`src/rtl/mux_scan_sequencer.sv`:
```
// Round-robin scan controller for an 8:1 channel mux: settles on each enabled
// channel, samples mux_in and emits the sample on a valid/ready stream.
module mux_scan_sequencer #(
    parameter int WIDTH   = 8,
    parameter int NCH     = 8,
    parameter int DWELL_W = 4
) (
    input  logic               clk,
    input  logic               rst_n,
    input  logic               start,
    input  logic               stop,
    input  logic [NCH-1:0]     mask,
    input  logic [DWELL_W-1:0] dwell,
    input  logic [WIDTH-1:0]   mux_in,
    output logic [2:0]         Sel,
    output logic [WIDTH-1:0]   dout,
    output logic [2:0]         dout_ch,
    output logic               dout_valid,
    input  logic               dout_ready,
    output logic               busy
);

    localparam int SELW = 3;

    typedef enum logic [1:0] {
        S_IDLE,
        S_SETTLE,
        S_WAIT
    } state_t;

    state_t             state, state_nxt;
    logic [NCH-1:0]     mask_q;
    logic [DWELL_W-1:0] dwell_q;
    logic [DWELL_W-1:0] cnt;
    logic               stop_pend;

    logic               slot_free;
    logic               start_ok;
    logic               capture;
    logic               stop_eff;
    logic [DWELL_W-1:0] dwell_eff;
    logic [SELW-1:0]    first_sel;
    logic [SELW-1:0]    next_sel;

    assign busy      = (state != S_IDLE);
    assign slot_free = !dout_valid || dout_ready;
    assign start_ok  = start && (mask != '0);
    assign dwell_eff = (dwell == '0) ? DWELL_W'(1) : dwell;
    // A stop arriving on the capture edge itself ends the scan at that capture.
    assign stop_eff  = stop_pend || stop;

    always_comb begin
        first_sel = '0;
        for (int unsigned i = NCH; i > 0; i--) begin
            if (mask[i-1]) first_sel = SELW'(i-1);
        end
    end

    // Offset NCH wraps back to Sel itself, so a single-channel mask re-selects it.
    always_comb begin
        next_sel = Sel;
        for (int unsigned i = NCH; i > 0; i--) begin
            if (mask_q[Sel + SELW'(i)]) next_sel = Sel + SELW'(i);
        end
    end

    always_ff @(posedge clk or negedge rst_n) begin
        if (!rst_n) state <= S_IDLE;
        else        state <= state_nxt;
    end

    always_comb begin
        state_nxt = state;
        capture   = 1'b0;
        case (state)
            S_IDLE: begin
                if (start_ok) state_nxt = S_SETTLE;
            end
            S_SETTLE: begin
                if (cnt == DWELL_W'(1)) begin
                    if (slot_free) capture = 1'b1;
                    else           state_nxt = S_WAIT;
                end
            end
            S_WAIT: begin
                if (slot_free) capture = 1'b1;
            end
            default: state_nxt = S_IDLE;
        endcase
        if (capture) state_nxt = stop_eff ? S_IDLE : S_SETTLE;
    end

    always_ff @(posedge clk or negedge rst_n) begin
        if (!rst_n) begin
            Sel        <= '0;
            dout       <= '0;
            dout_ch    <= '0;
            dout_valid <= 1'b0;
            stop_pend  <= 1'b0;
            mask_q     <= '0;
            dwell_q    <= '0;
            cnt        <= '0;
        end else begin
            if (state == S_IDLE && start_ok) begin
                mask_q  <= mask;
                dwell_q <= dwell_eff;
                Sel     <= first_sel;
                cnt     <= dwell_eff;
            end
            if (state == S_SETTLE) cnt <= cnt - DWELL_W'(1);

            if (capture) begin
                dout       <= mux_in;
                dout_ch    <= Sel;
                dout_valid <= 1'b1;
                stop_pend  <= 1'b0;
                if (!stop_eff) begin
                    Sel <= next_sel;
                    cnt <= dwell_q;
                end
            end else begin
                if (dout_ready) dout_valid <= 1'b0;
                if (busy && stop) stop_pend <= 1'b1;
            end
        end
    end

endmodule

```
`config.mk`:
```
export PLATFORM = sky130hd
export DESIGN_NAME = mux_scan_sequencer
export DESIGN_NICKNAME = d
export VERILOG_FILES = /design/src/rtl/mux_scan_sequencer.sv
export SDC_FILE = /design/constraint.sdc
export NUM_CORES = 1
export LEC_CHECK = 0
export ABC_AREA = 1
export CAP_MARGIN = 20
export CORE_ASPECT_RATIO = 1.75
export CORE_MARGIN = 2
export CORE_UTILIZATION = 50
export CTS_CLUSTER_SIZE = 28
export DETAILED_ROUTE_END_ITERATION = 7
export DONT_BUFFER_PORTS = 1
export GPL_TIMING_DRIVEN = 0
export PLACE_DENSITY = 0.74
export SLEW_MARGIN = 20
export SYNTH_ARGS = -nofsm -noshare
export SYNTH_HDL_FRONTEND = slang
export SYNTH_SLANG_ARGS = --single-unit
```
`constraint.sdc`:
```
create_clock -name clk -period 1.8 [get_ports clk]
set_input_delay 0.09 -clock clk [delete_from_list [all_inputs] [get_ports clk]]
set_output_delay 0.09 -clock clk [all_outputs]
set_load 0.05 [all_outputs]
```
==> impl_results.md, run 1 <==
- H-tree depth: 2
- Seq/Total Area, Yosys: 36.5%
- RSZ-0062 raised after global routing: true
- YS warnings: 0
- Startpoint Class: register
- CTS Sinks: 34
- IO Count: 41
- Post-Syn Area per Cell: 7.11 um2
- Critical path's slowest cell: dfrtp_4
- Slew @ Worst Pin: 495 ps
- Commonest non-fill, non-tap cell in the layout: nand2_1
- Longest Clk Path Bufs: 2
- CP Launch Point: Sel[0]
- Syn_nets: 360
- Crit path buf inv count: 2
- Drt total wl: 6100 um
- Final Max Slew Viols: 0
- #FFs+latches synth: 34
- Critical path data arrival time: 2310 ps
- Crit Reg-Reg Endpoint: Sel[1]
- Failing checks: setup timing
- Drt pass-1 iters: 4
- Setup crit end: Sel[1]
- CTS clk-pin slew, worst paths: 80 ps
- Design area: 2990 um2
- Clk_lat worst skew: 300 ps
- PortBufs: 0
- Distinct cells, synth: 33
- Worst hold slack: 8.16 ps
- CP delay by family, top: flip-flops
- DIE WIDTH: 55.6 um
- Largest net degree at the start of global routing: 35
- CP Max Fanout: 6
- DR WL/cell: 14.5 um
- CTS root buf: clkbuf_8
- Cell count of the worst reg-to-reg path: 11
- Max-slew headroom: 67.0%
- Routability cong.: 0.877
- Worst EP required: 2000 ps
- Initial antenna violation count: 0
- Setup violators final: 3
- Status: finished with violations
- CTS buffer count: 5
- Worst path depth: 11
- CP max stage delay: 560 ps
- Crit-path cells: inv_2 -> buf_8 -> ha_4 -> nand3_2 -> nand2_1 -> o21a_1 -> nand3_2 -> a21oi_2 -> nor2_1 -> nand2_1 -> nand2_1
- Max Clk Rate: 0.473 GHz
- First-pass GRT wire length: 10100 um
- Die Footprint: 5250 um2
- Fin util: 67.3%
- Die Ht: 94.3 um
- Core area: 4440 um2
- CP endpoint kind: register
- Flop2flop setup slack: -310 ps
- CTS tree: built
- Initial core utilization: 52.5%
- Area grow syn2layout: 28.2%
- DRC viols: 0
- GRT Util Overall: 24.3%
- Mapped Area: 2330 um2
- Total gr overflow: 0
- Placed cell area: 2480 um2
- Hold Crit Class: input port to register
- Layout cell share with drive strength beyond 1: 24.1%
- DR vias: 2276
- Tmin final: 2110 ps
- Setup TNS: -919 ps
- Vias in the first global route: 2378
- Most frequent cells in the layout: 107 x nand2_1, 30 x dfrtp_1, 27 x inv_1, 22 x o21ai_0, 20 x dlygate4sd3_1
- Ant diodes: 0
- RR Startpoint: Sel[0]
- Final hold vios: 0
- Setup ws final: -313 ps
- Gate Count Post-Synth: 328
- Worst Clk Skew: 14.1 ps
- Final worst path period share: 117%
- Row count: 32
- WS Path Type: register to register
- Layout Nets: 401
- Max Cap Viol: 0
- Detail Placement HPWL: 4240 um
- Detail-routed via count per cell: 5.41
- Initial DRC Count: 45
- Top cell by count, worst path: nand2_1
- Routed Antenna Nets: 0
[per-layer routing]
layer / wire length [um] / track usage, % / vias to the layer above
met5: 0 / 0 / -
li1: - / - / 1131
met4: 291 / 14.4 / 0
met3: 201 / 3.42 / 26
met1: 2190 / 22.7 / 1074
met2: 3420 / 48.5 / 45
[through the flow]
| stage | worst slack (ps) | cells |
|---|---|---|
| detailed placement | -405 | 379 |
| global placement | -372 | 379 |
| finish | -313 | 421 |
| floorplan | -156 | 328 |
| global route | -436 | 421 |
| CTS | -307 | 415 |
[worst min path at each step]
stage / start / to / cells past startpoint
2_1_floorplan: rst_n / Sel[0] / 0
3_3_place_gp: rst_n / dwell_q[0] / 0
3_5_place_dp: rst_n / dwell_q[2] / 0
4_1_cts: mask[1] / mask_q[1] / 2
5_1_grt: mask[1] / mask_q[1] / 2
6_report: mask[1] / mask_q[1] / 2
[Yosys cell counts]
| cell type | instances | area [um2] |
|---|---|---|
| inv_2 | 10 | 37.5 |
| nand2_2 | 7 | 43.8 |
| o221ai_1 | 1 | 8.76 |
| clkinv_2 | 1 | 5.00 |
| xnor2_1 | 2 | 17.5 |
| nor3_1 | 3 | 15.0 |
| nand3_4 | 1 | 17.5 |
| buf_6 | 3 | 33.8 |
| o21ai_2 | 1 | 8.76 |
| nand2_1 | 111 | 417 |
| a21oi_1 | 13 | 65.1 |
| nor2_4 | 2 | 22.5 |
| nand3b_1 | 1 | 7.51 |
| a31oi_1 | 4 | 25.0 |
| buf_2 | 3 | 15.0 |
| o21a_1 | 1 | 7.51 |
| nor4_1 | 2 | 12.5 |
| xor2_2 | 1 | 16.3 |
| o211ai_1 | 3 | 22.5 |
| buf_4 | 2 | 15.0 |
| o21ai_0 | 22 | 110 |
| o21ai_1 | 2 | 10.0 |
| nor3_2 | 1 | 10.0 |
| nor2_1 | 20 | 75.1 |
| clkbuf_1 | 2 | 7.51 |
| nand4_4 | 1 | 21.3 |
| nand3_2 | 7 | 70.1 |
| ha_1 | 7 | 87.6 |
| nand4_2 | 1 | 12.5 |
| dfrtp_1 | 34 | 851 |
| inv_1 | 31 | 116 |
| nand3_1 | 26 | 130 |
| xor2_1 | 2 | 17.5 |
[layout make-up]
type | instances | area [um2]
Fill cell | 358 | 1450
Multi-Input combinational cell | 242 | 1400
Sequential cell | 34 | 858
Timing Repair Buffer | 34 | 315
Inverter | 42 | 174
Buffer | 10 | 87.6
Clock buffer | 6 | 82.6
Tap cell | 51 | 63.8
Clock inverter | 2 | 12.5
[logic make-up (layout without fill, tap and decap cells)]
logic type / Yosys count / count (layout) / share of synthesized area [%]
AOI/OAI and AO/OA: 47 / 47 / 11.1
xor gates and xnor gates: 5 / 5 / 2.20
adders and majority gates: 7 / 7 / 3.76
buffers and inverters: 52 / 94 / 9.87
DFF: 34 / 34 / 36.5
and+or+nand+nor: 183 / 183 / 36.6
[registers in the layout, summed over array words and instances (netlist names)]
signal / count
Sel: 3
cnt: 4
dout: 8
dout_ch: 3
dout_valid: 1
dwell_q: 4
mask_q: 8
state: 2
stop_pend: 1
[what timing repair did]
action | CTS | global route
setup endpoints to repair | 8 | 19
hold buffers | 21 | 0
pin swaps | 6 | 8
gates resized for setup | 8 | 21
cloned | 0 | 1
buffers inserted | 7 | 5
endpoints found under the hold margin | 53 | 0
Power of run 1 is left out: the tool's default activity adds up to more than one toggle a clock period on the data nets, which glitch-free logic cannot reach.
==> run 2: changes to the inputs <==
--- a/config.mk
+++ b/config.mk
@@ -5,7 +5,6 @@
 export SDC_FILE = /design/constraint.sdc
 export NUM_CORES = 1
 export LEC_CHECK = 0
-export ABC_AREA = 1
 export CAP_MARGIN = 20
 export CORE_ASPECT_RATIO = 1.75
 export CORE_MARGIN = 2
==> run 2 against run 1 <==
Net effect: synthesized cell count is 31% lower; via count down 7.4%; fmax decreased by 27%; final area increased by 7.4%; routed wire length grew 21%; count of clock-buffer cells in the layout unchanged; the flow still finishes with violations (setup timing); register-to-register slack got worse by 770 ps; sequential cell count unchanged; die area increased by 0.62%; largest cell class unchanged; first-iteration DRC count is 47% higher.
==> impl_results.md, run 2 <==
- Ant diodes: 0
- Layout Nets: 309
- Status: finished with violations
- PortBufs: 0
- Commonest non-fill, non-tap cell in the layout: dfrtp_1
- Met1 usage: 25.4%
- Most frequent cells in the layout: 30 x dfrtp_1, 21 x dlygate4sd3_1, 20 x mux2_2, 18 x buf_4, 18 x nand2_1
- Largest regs: dout x8, mask_q x8
- CTS tree: built
- Detail Placement HPWL: 4340 um
- Slew @ Worst Pin: 623 ps
- Dominant synthesized flop cell: dfrtp_1
- Failing checks: setup timing
- RR Startpoint: Sel[0]
- Largest net degree at the start of global routing: 35
- DIE WIDTH: 55.8 um
- Gate Count Post-Synth: 226
- Final worst path period share: 160%
- H-tree depth: 2
- CP endpoint kind: register
- Post-Syn Area per Cell: 10.4 um2
- Crit Reg-Reg Endpoint: Sel[2]
- Max-slew headroom: 58.2%
- Setup ws final: -1080 ps
- Post-synth EDFFs: 0
- CP Max Fanout: 5
- Layout cell share with drive strength beyond 1: 39.6%
- Gr busiest metal: met2
- DR WL/cell: 22.4 um
- Die Ht: 94.6 um
- Core area: 4580 um2
- Die Footprint: 5280 um2
- Routability cong.: 0.893
- GRT Util Overall: 27.9%
- Seq/Total Area, Yosys: 36.2%
- DRC viols: 0
- Mapped Area: 2350 um2
- Max Clk Rate: 0.347 GHz
- Synth top area cells: dfrtp_1 36%, mux2_2 10%, mux4_2 7.7%
- Tmin final: 2880 ps
- Vias in the first global route: 2278
- Critical path data arrival time: 3060 ps
- Area leader, netlist: dfrtp_1
- Worst Clk Skew: 9.04 ps
- Most frequent cell after synthesis: dfrtp_1
- Initial DRC Count: 66
- Detail-routed via count per cell: 6.39
- WS Path Type: register to register
- Drt total wl: 7410 um
- Distinct cells, synth: 61
- Fraction of registers with async set/reset: 100%
- CTS buffer count: 5
- Final Max Slew Viols: 0
- Hold Crit Class: input port to register
- Final hold vios: 0
- Max Cap Viol: 0
- Initial core utilization: 51.2%
- IO Count: 41
- Pre-CTS setup slack: -1220 ps
- Met3 Usage GRT: 4.38%
- Post-synth top cells: 34 x dfrtp_1, 21 x mux2_2, 21 x nand2_1
- Longest Clk Path Bufs: 2
- Worst EP required: 1980 ps
- #FFs+latches synth: 34
- DR vias: 2108
- YS warnings: 0
- Clk_lat worst skew: 290 ps
- Hold path cells: 2
- Setup violators final: 17
- CTS Sinks: 34
- Routed Antenna Nets: 0
- Drt pass-1 iters: 4
- Cell count of the worst reg-to-reg path: 10
- Syn_nets: 258
- Top cell type's share of synthesized area: 36.2%
- Worst Hold Path EP: stop_pend
- Startpoint Class: register
- CTS clk-pin slew, worst paths: 80 ps
- RSZ-0062 raised after global routing: true
- CTS root buf: clkbuf_8
- Worst Min Path Start: stop
- Area grow syn2layout: 36.8%
- Initial antenna violation count: 0
- Flop2flop setup slack: -1080 ps
- Row count: 33
- Global Route met2 Usage: 53.3%
- Total gr overflow: 0
- First-pass GRT wire length: 11200 um
## run 2: cell types whose count changed after synthesis, moves of 8 or more
cell,change
nor2_1,-10
mux4_2,+8
nand2_1,-90
inv_1,-19
nand3_1,-26
o21ai_0,-8
inv_2,-10
mux2_2,+21
## run 2: area by class of cell
class | count | area (um2)
well taps | 52 | 65.1
multi-input cells | 168 | 1580
repair buffers | 46 | 453
plain buffers | 9 | 93.8
clock inverters | 2 | 12.5
fillers | 300 | 1370
inverters | 13 | 68.8
flip-flops and latches | 34 | 856
clock buffers | 6 | 82.6
## run 2: critical path, cell delays in order, from the launching register on
cell      delay (ps)
dfrtp_2          550
buf_8            150
buf_12           110
inv_8             30
ha_4             310
mux4_2           580
buf_6            150
a32o_1           210
a221oi_2         330
a211oi_2         130
o22a_1           220
## run 2: kinds of logic after synthesis
group	after synthesis	synth area share, %
AND/OR/NAND/NOR	62	14.3
AO/OA/AOI/OAI	58	17.4
multiplexers	38	22.3
flip-flops	34	36.2
buffers and inverters	24	4.85
adder cells (fa/ha/maj)	7	3.73
XOR/XNOR	3	1.12
## run 2: worst max-delay path by stage
stage	start	end	slack (ps)	depth (start not counted)
after global routing	Sel[0]	Sel[2]	-1130	10
after floorplan	Sel[0]	Sel[0]	-1000	11
after CTS	Sel[0]	Sel[0]	-950	10
after global placement	Sel[1]	Sel[1]	-1200	10
after detailed placement	Sel[0]	Sel[1]	-1220	11
final	Sel[0]	Sel[2]	-1080	10
## run 2: stage by stage
stage | cell area [um2] | setup TNS, ps | std cells | util (%) | hold WS, ps
after floorplan | 2390 | -2750 | 226 | - | -206
after global placement | 2460 | -5880 | 278 | 53.6 | -205
after detailed placement | 2460 | -6720 | 278 | 53.6 | -205
after CTS | 3050 | -3980 | 324 | 66.5 | 21.6
after global routing | 3210 | -5810 | 330 | 70.1 | 36.5
final | 3210 | -4080 | 330 | 70.1 | 21.6
## run 2: routing by layer
layer / vias up / share of wire, %
met1: 1053 / 34
li1: 953 / -
met3: 33 / 3.0
met5: - / 0
met4: 0 / 6.5
met2: 69 / 56
## run 2: what timing repair did
action	4_1_cts	5_1_grt
pin swaps	7	9
setup endpoints to repair	12	27
endpoints found under the hold margin	54	0
buffers inserted	17	8
hold buffers	22	0
gates resized for setup	37	31
gates cloned	1	0
Power of run 2 is left out for the same reason.
==> run 3: changes to the inputs <==
--- a/config.mk
+++ b/config.mk
@@ -13,7 +13,7 @@
 export DETAILED_ROUTE_END_ITERATION = 7
 export DONT_BUFFER_PORTS = 1
 export GPL_TIMING_DRIVEN = 0
-export PLACE_DENSITY = 0.74
+export PLACE_DENSITY = 0.71
 export SLEW_MARGIN = 20
 export SYNTH_ARGS = -nofsm -noshare
 export SYNTH_HDL_FRONTEND = slang
==> constraint.sdc (replaced) <==
create_clock -name clk -period 3.7 [get_ports clk]
set_input_delay 0.185 -clock clk [delete_from_list [all_inputs] [get_ports clk]]
set_output_delay 0.185 -clock clk [all_outputs]
set_load 0.05 [all_outputs]
==> run 3 against run 2 <==
Net effect: the flow now finishes without violations; first-iteration DRC count grew 3.0%; via count fell by 11%; setup slack improved by 1300 ps; count of clock-buffer cells in the layout unchanged; die area stayed put; critical path depth unchanged; fmax is 16% lower; final cell count fell by 13%; highest routed layer unchanged.
==> impl_results.md, run 3 (synthesis results as in run 2) <==
- Die Ht: 94.6 um
- Tmin final: 3440 ps
- Setup TNS: 0 ps
- Final Max Slew Viols: 0
- Final hold vios: 0
- Critical path's slowest cell: dfrtp_1
- Worst Min Path Start: mask[7]
- Drt pass-1 iters: 4
- Initial core utilization: 51.2%
- Final worst path period share: 92.9%
- Commonest non-fill, non-tap cell in the layout: dfrtp_1
- CTS Sinks: 34
- Routability cong.: 0.853
- Max-slew headroom: 53.0%
- Worst Hold Path EP: mask_q[7]
- Longest Clk Path Bufs: 2
- Cell count of the worst reg-to-reg path: 10
- Crit Reg-Reg Endpoint: Sel[0]
- Clk_lat worst skew: 290 ps
- Ant diodes: 0
- Core area: 4580 um2
- Max Clk Rate: 0.291 GHz
- Top cell by count, worst path: buf_6
- Row count: 33
- Crit-path cells: buf_6 -> buf_4 -> inv_1 -> ha_1 -> buf_6 -> mux4_2 -> mux2_2 -> nor2_1 -> and3b_1 -> o311a_1
- RSZ-0062 raised after global routing: false
- Die Footprint: 5280 um2
- IO Count: 41
- CP max stage delay: 670 ps
- Routed Antenna Nets: 0
- Critical path data arrival time: 3610 ps
- DRC viols: 0
- Most frequent cells in the layout: 33 x dfrtp_1, 21 x mux2_2, 21 x nand2_1, 14 x o21ai_0, 12 x inv_1
- Initial antenna violation count: 0
- Area grow syn2layout: 8.16%
- Largest net degree at the start of global routing: 35
- Largest regs: dout x8, mask_q x8
- CTS tree: built
- Max Cap Viol: 0
- Total gr overflow: 0
- DIE WIDTH: 55.8 um
- Detail Placement HPWL: 4240 um
- Slew @ Worst Pin: 702 ps
- GRT Util Overall: 22.2%
- CP Max Fanout: 10
- Worst Clk Skew: 7.60 ps
- Startpoint Class: register
- CTS clk-pin slew, worst paths: 70 ps
- WS Path Type: register to register
- DR vias: 1871
- Worst EP required: 3880 ps
- First-pass GRT wire length: 8910 um
- Flop2flop setup slack: 260 ps
- Hold path cells: 1
- H-tree depth: 2
- Initial DRC Count: 68
- PortBufs: 0
- CTS buffer count: 5
- CTS root buf: clkbuf_8
- RR Startpoint: Sel[0]
- DR WL/cell: 19.2 um
- Layout Nets: 267
- Detail-routed via count per cell: 6.50
- Hold Crit Class: input port to register
- Layout cell share with drive strength beyond 1: 23.7%
- Drt total wl: 5540 um
- Setup violators final: 0
- Status: finished clean
- Vias in the first global route: 1824
- CP endpoint kind: register
run 3: changes by cell type in the layout (fill, tap and decap cells not counted), sizes merged:
cell / change
clkbuf: +2
dlygate4sd3: -20
buf: -24
run 3: worst max-delay path by stage:
stage	end	startpoint	slack (ps)	cells past startpoint
2_1_floorplan	Sel[0]	Sel[1]	500	9
3_3_place_gp	Sel[0]	Sel[1]	170	9
4_1_cts	Sel[0]	Sel[1]	140	9
5_1_grt	Sel[1]	Sel[0]	100	11
3_5_place_dp	Sel[0]	Sel[1]	150	9
6_report	Sel[0]	Sel[0]	260	10
run 3: per-layer routing:
metal / GRT usage (%) / part of all wire [%]
met5: 0 / 0
met4: 14.6 / 4.7
met3: 4.38 / 4.8
met2: 41.8 / 56
met1: 21.4 / 34
run 3: per-stage QoR:
step           utilization, %  hold WS (ps)  instances  cell area [um2]  worst slack [ps]
2_1_floorplan               -          -111        226             2350               498
3_3_place_gp             52.6          -110        278             2410               167
3_5_place_dp             52.6          -110        278             2410               149
4_1_cts                  55.4          33.5        288             2540               141
5_1_grt                  55.4          27.2        288             2540              99.0
6_report                 55.4          35.8        288             2540               264
run 3: what timing repair did:
action / 4_1_cts / 5_1_grt
endpoints found under the hold margin: 34 / 0
buffers inserted: 0 / 0
resized for setup: 0 / 1
endpoints found under the setup margin: 0 / 2
hold buffers: 2 / 0
run 3: critical path, delay by kind of cell, from the launching register on:
family / cells / cell delay (ps)
AND/OR/NAND/NOR: 2 / 400
flip-flops: 1 / 670
AO/OA/AOI/OAI: 1 / 320
buffers and inverters: 4 / 720
multiplexers: 2 / 890
adder cells (fa/ha/maj): 1 / 320
run 3: final cells by class:
cell class                 count  area [um2]
buffer                        11        65.1
sequential                    34         852
inverter                      13        48.8
tap                           52        65.1
fill                         388        2040
clock inverter                 2        12.5
clock buffer                   6        82.6
timing repair buffer           2        30.0
multi-input combinational    168        1380
Power of run 3 is left out for the same reason.
